--- config.mk ---
export PLATFORM = sky130hd
export DESIGN_NAME = shared_adder_arbiter_flat
export DESIGN_NICKNAME = d
export VERILOG_FILES = /design/src/rtl/shared_adder_arbiter_if.sv /design/src/rtl/shared_adder_arbiter.sv /design/src/flat_wrapper.sv
export SDC_FILE = /design/constraint.sdc
export NUM_CORES = 1
export LEC_CHECK = 0
export CAP_MARGIN = 20
export CORE_ASPECT_RATIO = 0.9
export CORE_MARGIN = 5
export CORE_UTILIZATION = 25
export DETAILED_ROUTE_END_ITERATION = 16
export GPL_ROUTABILITY_DRIVEN = 0
export PLACE_DENSITY = 0.58
export SYNTH_ARGS = -nofsm -noshare
export SYNTH_HDL_FRONTEND = slang
export SYNTH_SLANG_ARGS = --single-unit
export TNS_END_PERCENT = 50
--- constraint.sdc ---
create_clock -name clk -period 5.3 [get_ports clk]
set_input_delay 1.59 -clock clk [delete_from_list [all_inputs] [get_ports clk]]
set_output_delay 1.59 -clock clk [all_outputs]
set_load 0.02 [all_outputs]
--- src/rtl/shared_adder_arbiter_if.sv ---
// Handshake bundle between NUM_REQ requesters, one response consumer and the
// shared adder. The master side is the requesters plus the consumer. The slave
// side is the arbiter/adder block.
interface shared_adder_arbiter_if #(
  parameter int NUM_REQ = 4,
  parameter int WIDTH   = 8,
  parameter int ID_W    = (NUM_REQ > 1) ? $clog2(NUM_REQ) : 1
);
  logic [NUM_REQ-1:0]       req_valid;
  logic [NUM_REQ-1:0]       req_ready;
  logic [NUM_REQ*WIDTH-1:0] req_operand_a;
  logic [NUM_REQ*WIDTH-1:0] req_operand_b;
  logic                     rsp_valid;
  logic                     rsp_ready;
  logic [ID_W-1:0]          rsp_id;
  logic [WIDTH:0]           rsp_sum;

  modport master (
    output req_valid, req_operand_a, req_operand_b, rsp_ready,
    input  req_ready, rsp_valid, rsp_id, rsp_sum
  );

  modport slave (
    input  req_valid, req_operand_a, req_operand_b, rsp_ready,
    output req_ready, rsp_valid, rsp_id, rsp_sum
  );
endinterface

--- src/rtl/shared_adder_arbiter.sv ---
// One registered WIDTH-bit adder shared round-robin between NUM_REQ requesters.
// The block runs one transaction at a time: accept (IDLE), add (COMPUTE), then
// hold the tagged result until the consumer takes it (RESPOND).
module shared_adder_arbiter #(
  parameter int NUM_REQ = 4,
  parameter int WIDTH   = 8,
  parameter int ID_W    = (NUM_REQ > 1) ? $clog2(NUM_REQ) : 1,
  parameter int CNT_W   = 16
) (
  input  logic                          clk,
  input  logic                          reset,
  shared_adder_arbiter_if.slave         bus,
  output logic                          busy,
  output logic [CNT_W-1:0]              op_count
);

  typedef enum logic [1:0] {
    IDLE,
    COMPUTE,
    RESPOND
  } state_t;

  state_t            state;
  logic [ID_W-1:0]   rr_ptr;
  logic [ID_W-1:0]   id_q;
  logic [WIDTH-1:0]  a_q;
  logic [WIDTH-1:0]  b_q;

  logic              grant_found;
  logic [ID_W-1:0]   grant_idx;
  logic [ID_W-1:0]   grant_next;
  logic [WIDTH-1:0]  grant_a;
  logic [WIDTH-1:0]  grant_b;

  // Round-robin search: first valid requester at or after rr_ptr, with wrap.
  always_comb begin
    int idx;
    // NOTE: every combinational output gets a default before the loop so no
    // path leaves it unassigned, which would otherwise infer a latch.
    grant_found = 1'b0;
    grant_idx   = '0;
    grant_a     = '0;
    grant_b     = '0;
    idx         = 0;
    for (int k = 0; k < NUM_REQ; k++) begin
      idx = int'(rr_ptr) + k;
      if (idx >= NUM_REQ) begin
        idx = idx - NUM_REQ;
      end
      if (!grant_found && bus.req_valid[idx]) begin
        grant_found = 1'b1;
        grant_idx   = ID_W'(idx);
        grant_a     = bus.req_operand_a[idx*WIDTH +: WIDTH];
        grant_b     = bus.req_operand_b[idx*WIDTH +: WIDTH];
      end
    end
  end

  // Pointer moves just past the winner; collapses to constant 0 when NUM_REQ=1.
  always_comb begin
    grant_next = (grant_idx == ID_W'(NUM_REQ - 1)) ? '0 : grant_idx + ID_W'(1);
  end

  // Ready is offered only in IDLE, only to the winner, and never during reset.
  always_comb begin
    bus.req_ready = '0;
    if (state == IDLE && !reset && grant_found) begin
      bus.req_ready[grant_idx] = 1'b1;
    end
  end

  // Busy whenever a transaction is in flight.
  always_comb begin
    busy = (state != IDLE);
  end

  // Transaction FSM: capture, add, hold response until consumed.
  always_ff @(posedge clk) begin
    // NOTE: state registers use non-blocking assignments so every register
    // samples pre-edge values regardless of statement order.
    if (reset) begin
      state         <= IDLE;
      rr_ptr        <= '0;
      id_q          <= '0;
      a_q           <= '0;
      b_q           <= '0;
      bus.rsp_valid <= 1'b0;
      bus.rsp_id    <= '0;
      bus.rsp_sum   <= '0;
      op_count      <= '0;
    end else begin
      case (state)
        IDLE: begin
          if (grant_found) begin
            a_q    <= grant_a;
            b_q    <= grant_b;
            id_q   <= grant_idx;
            rr_ptr <= grant_next;
            state  <= COMPUTE;
          end
        end
        COMPUTE: begin
          bus.rsp_sum   <= {1'b0, a_q} + {1'b0, b_q};
          bus.rsp_id    <= id_q;
          bus.rsp_valid <= 1'b1;
          state         <= RESPOND;
        end
        RESPOND: begin
          if (bus.rsp_ready) begin
            bus.rsp_valid <= 1'b0;
            op_count      <= op_count + CNT_W'(1);
            state         <= IDLE;
          end
        end
        default: begin
          state <= IDLE;
        end
      endcase
    end
  end

endmodule

--- src/flat_wrapper.sv ---
// flat-port wrapper written by rule: the top's interface ports become plain ports
module shared_adder_arbiter_flat 
#(
  parameter int NUM_REQ = 4,
  parameter int WIDTH   = 8,
  parameter int ID_W    = (NUM_REQ > 1) ? $clog2(NUM_REQ) : 1,
  parameter int CNT_W   = 16
)
  (clk, reset, busy, op_count, bus_req_valid, bus_req_operand_a, bus_req_operand_b, bus_rsp_ready, bus_req_ready, bus_rsp_valid, bus_rsp_id, bus_rsp_sum);
  shared_adder_arbiter_if #(.NUM_REQ(NUM_REQ), .WIDTH(WIDTH), .ID_W(ID_W)) bus_i ();
  input  logic clk;
  input  logic reset;
  output logic busy;
  output logic [CNT_W-1:0] op_count;
  input wire logic [$bits(bus_i.req_valid)-1:0] bus_req_valid;
  input wire logic [$bits(bus_i.req_operand_a)-1:0] bus_req_operand_a;
  input wire logic [$bits(bus_i.req_operand_b)-1:0] bus_req_operand_b;
  input wire logic [$bits(bus_i.rsp_ready)-1:0] bus_rsp_ready;
  output wire logic [$bits(bus_i.req_ready)-1:0] bus_req_ready;
  output wire logic [$bits(bus_i.rsp_valid)-1:0] bus_rsp_valid;
  output wire logic [$bits(bus_i.rsp_id)-1:0] bus_rsp_id;
  output wire logic [$bits(bus_i.rsp_sum)-1:0] bus_rsp_sum;
  assign bus_i.req_valid = bus_req_valid;
  assign bus_i.req_operand_a = bus_req_operand_a;
  assign bus_i.req_operand_b = bus_req_operand_b;
  assign bus_i.rsp_ready = bus_rsp_ready;
  assign bus_req_ready = bus_i.req_ready;
  assign bus_rsp_valid = bus_i.rsp_valid;
  assign bus_rsp_id = bus_i.rsp_id;
  assign bus_rsp_sum = bus_i.rsp_sum;
  shared_adder_arbiter #(.NUM_REQ(NUM_REQ), .WIDTH(WIDTH), .ID_W(ID_W), .CNT_W(CNT_W)) u_core (.clk(clk), .reset(reset), .bus(bus_i), .busy(busy), .op_count(op_count));
endmodule
==> impl_metrics.toml <==
[run_status]
outcome = "complete, no violations"

[pwr]
worst_ir_drop_vdd_v = 0.000242
switchingPower_uw = 1200
power_frac_comb = 0.673
p_clk_frac = 0.128
leakagePower_uw = 0.00211
powerDensity_nw_per_um2 = 460
p_int_uw = 1500
seqPwrFrac = 0.199
sw_frac_of_total = 0.444

[logic_synthesis]
ys_ff_latch = 50
synth_most_common_cell = "nand2_1"
synth-seq-area-share = 0.223
synth_top_area_cell = "dfxtp_1"
synth_top_area_frac = 0.223
synthDistinctLibCells = 48
syn_avg_cell_area_sq_um = 8.86
synth_cells = 507
syn_nets = 597
yosys_warnings = 0
synth_edf_count = 0
synthTopCellsByCount = "nand2_1 (70), dfxtp_1 (50), a21oi_1 (44)"
synth_area_leaders = "dfxtp_1 (22%), mux4_2 (18%), mux2i_1 (7.6%)"
netlist_area_sq_um = 4490
synth-main-ff-cell = "dfxtp_1"
async_flop_share = 0

[cells_and_area]
n_antenna_cell = 0
stdcell_count = 832
drive_above_1_share = 0.149
regArea_sq_um = 1000
layout.nets = 681
area_delta_synth_final_pct = 30.8
final_util = 0.333
multi_input_area_sq_um = 3220
fillCellCount = 1841

[worst_setup_path]
end_kind = "primary output"
cp_top_family = "buffers and inverters"
arrival_ns = 3.60
crit_path_max_incr_delay_ns = 0.50
critPathSlowestCell = "mux4_2"
startpoint_type = "input pin"
worstPathCellList = "dlygate4sd2_1 -> mux4_2 -> or3_4 -> a31oi_1 -> buf_4 -> inv_1 -> ha_1 -> and2_1 -> buf_2"
critPathKind = "input pin to primary output"
crit_required_ns = 3.71
timing.critical_path.buf_inv = 4
timing.rr.start = "u_core.rr_ptr[0]"
crit_start = "bus_req_valid[2]"
cp_max_fo = 6

[place]
dp_cells = 823
hpwl_mm = 9.86
dp_slack_ns = -0.546
port-buffer-count = 103

[grt]
grt_first_pass_wirelength_mm = 20.8
antenna_found_initial = 0
grt_pass1_vias = 4209
track_usage = 0.121
grt_max_degree = 66
grt_overflow = 0

[floorplanning]
fp.dieH_um = 137
rows = 46
io_pins = 104
initial_core_util = 0.254
dieArea_sq_um = 20800
coreArea_sq_um = 17700
dieWidth_um = 151

[timing]
min_period_over_period = 0.978
finalSetupViolCount = 0
max_freq_ghz = 0.193
hold_viol = 0
slew_headroom = 0.326
rsz0062_at_grt = "false"
finClkSkew_ns = 0.00692
slew_violations = 0
whs_ns = 0.459
worst_slack_ns = 0.115
min_period_ns = 5.19
worst_slew_pin_slew_ns = 1.01

[route]
drtIter0Drc = 262
via_per_inst = 5.15
wl_mm = 13.0
drc_errors = 0
ant_nets = 0
vias = 4282
wire_per_inst_um = 15.6
drt-pass1-iter-count = 5

[cts]
cts_buffer_depth = 2
cts_tree = "yes"
htreeDepth = 2
clk_transition_reported_paths_ns = 0.06
clock-sinks = 50
clock_latency_ns = 0.28
cts-root-buf = "clkbuf_16"
cts_made_buffers = 5

[min_path]
hold_path_class = "flop to flop"
hp-start = "u_core.bus.rsp_sum[4]"

[job]
cap_viol_max_count = 0
cell usage in the layout, fill, tap and decap left out, types with 3 or more instances in the layout:
cell type,Yosys,routed
clkdlybuf4s50_1,0,94
a211oi_1,41,41
a21oi_1,44,44
nand2_1,70,70
a211oi_2,10,10
buf_2,12,4
nand3_1,10,10
clkbuf_16,0,6
dfxtp_1,50,49
buf_4,1,19
mux2i_1,34,34
o21ai_0,8,8
xor2_1,10,10
and2_1,6,6
and3_1,5,5
nand3b_1,3,3
xnor2_1,6,6
nor2_1,41,41
nand2b_1,3,3
clkbuf_2,0,3
o221ai_1,16,16
nor3_1,3,3
nor3b_1,3,3
inv_1,13,13
nor2b_1,5,5
ha_1,18,17
mux4_2,36,36
power groups by stage:
stage	clock, uW	sequential, uW	combinational [uW]
after global placement	0	545	1770
after global routing	375	554	2010
after CTS	358	541	1820
after detailed placement	0	548	1810
after floorplan	0	558	1350
final	347	538	1820
flip-flops by register name, indices dropped and copies added (netlist names):
signal                count
u_core.a_q                8
u_core.bus.rsp_sum        9
u_core.state              2
u_core.op_count          16
u_core.b_q                8
u_core.bus.rsp_valid      1
u_core.bus.rsp_id         2
u_core.rr_ptr             2
u_core.id_q               2
worst min-delay path, delay by kind of cell, from the launching register on:
family,cells,cell delay [ns]
flip-flops,1,0.31
AO/OA/AOI/OAI,1,0.05
AND/OR/NAND/NOR,1,0.05
area by class of cell:
cell class              count  area share
clock inverters             2     0.00234
repair buffers            122       0.193
inverters                  14     0.00915
flip-flops and latches     50       0.171
well taps                 240      0.0511
multi-input cells         398       0.548
clock buffers               6      0.0255
per-layer routing:
| layer | vias to the layer above | track usage | wire length, um |
|---|---|---|---|
| li1 | 2073 | - | - |
| met1 | 2058 | 0.156 | 5580 |
| met2 | 145 | 0.219 | 6660 |
| met3 | 6 | 0.0151 | 675 |
| met4 | 0 | 0.0232 | 77 |
| met5 | - | 0 | 0 |
stage by stage:
stage | instance area [sq um] | power [uW] | TNS [ns]
after floorplan | 4490 | 1910 | 0
after global placement | 5740 | 2310 | -1.83
after detailed placement | 5740 | 2360 | -2.13
after CTS | 5880 | 2720 | 0
after global routing | 5880 | 2940 | 0
final | 5880 | 2700 | 0
kinds of logic after synthesis:
family / Yosys count / share of synthesized area
flip-flops: 50 / 0.223
multiplexers: 71 / 0.259
AND/OR/NAND/NOR: 157 / 0.156
buffers and inverters: 59 / 0.0621
adder cells (fa/ha/maj): 19 / 0.0546
AO/OA/AOI/OAI: 135 / 0.214
XOR/XNOR: 16 / 0.0312
what timing repair did:
item,in CTS,in global routing
buffers inserted,0,1
endpoints found under the hold margin,0,0
gates resized for setup,18,6
gates cloned,0,0
pin swaps,0,0
endpoints found under the setup margin,4,4
hold buffers,0,0
path summary, 6_finish.rpt:
check / endpoint / slack, ns / cells past startpoint
min reg2reg: u_core.bus.rsp_sum[4] / 0.46 / 2
max: bus_req_ready[3] / 0.11 / 9
min: u_core.bus.rsp_sum[4] / 0.46 / 2
max reg2reg: u_core.a_q[4] / 2.13 / 10
No activity file was read; power rests on OpenSTA's default activity.
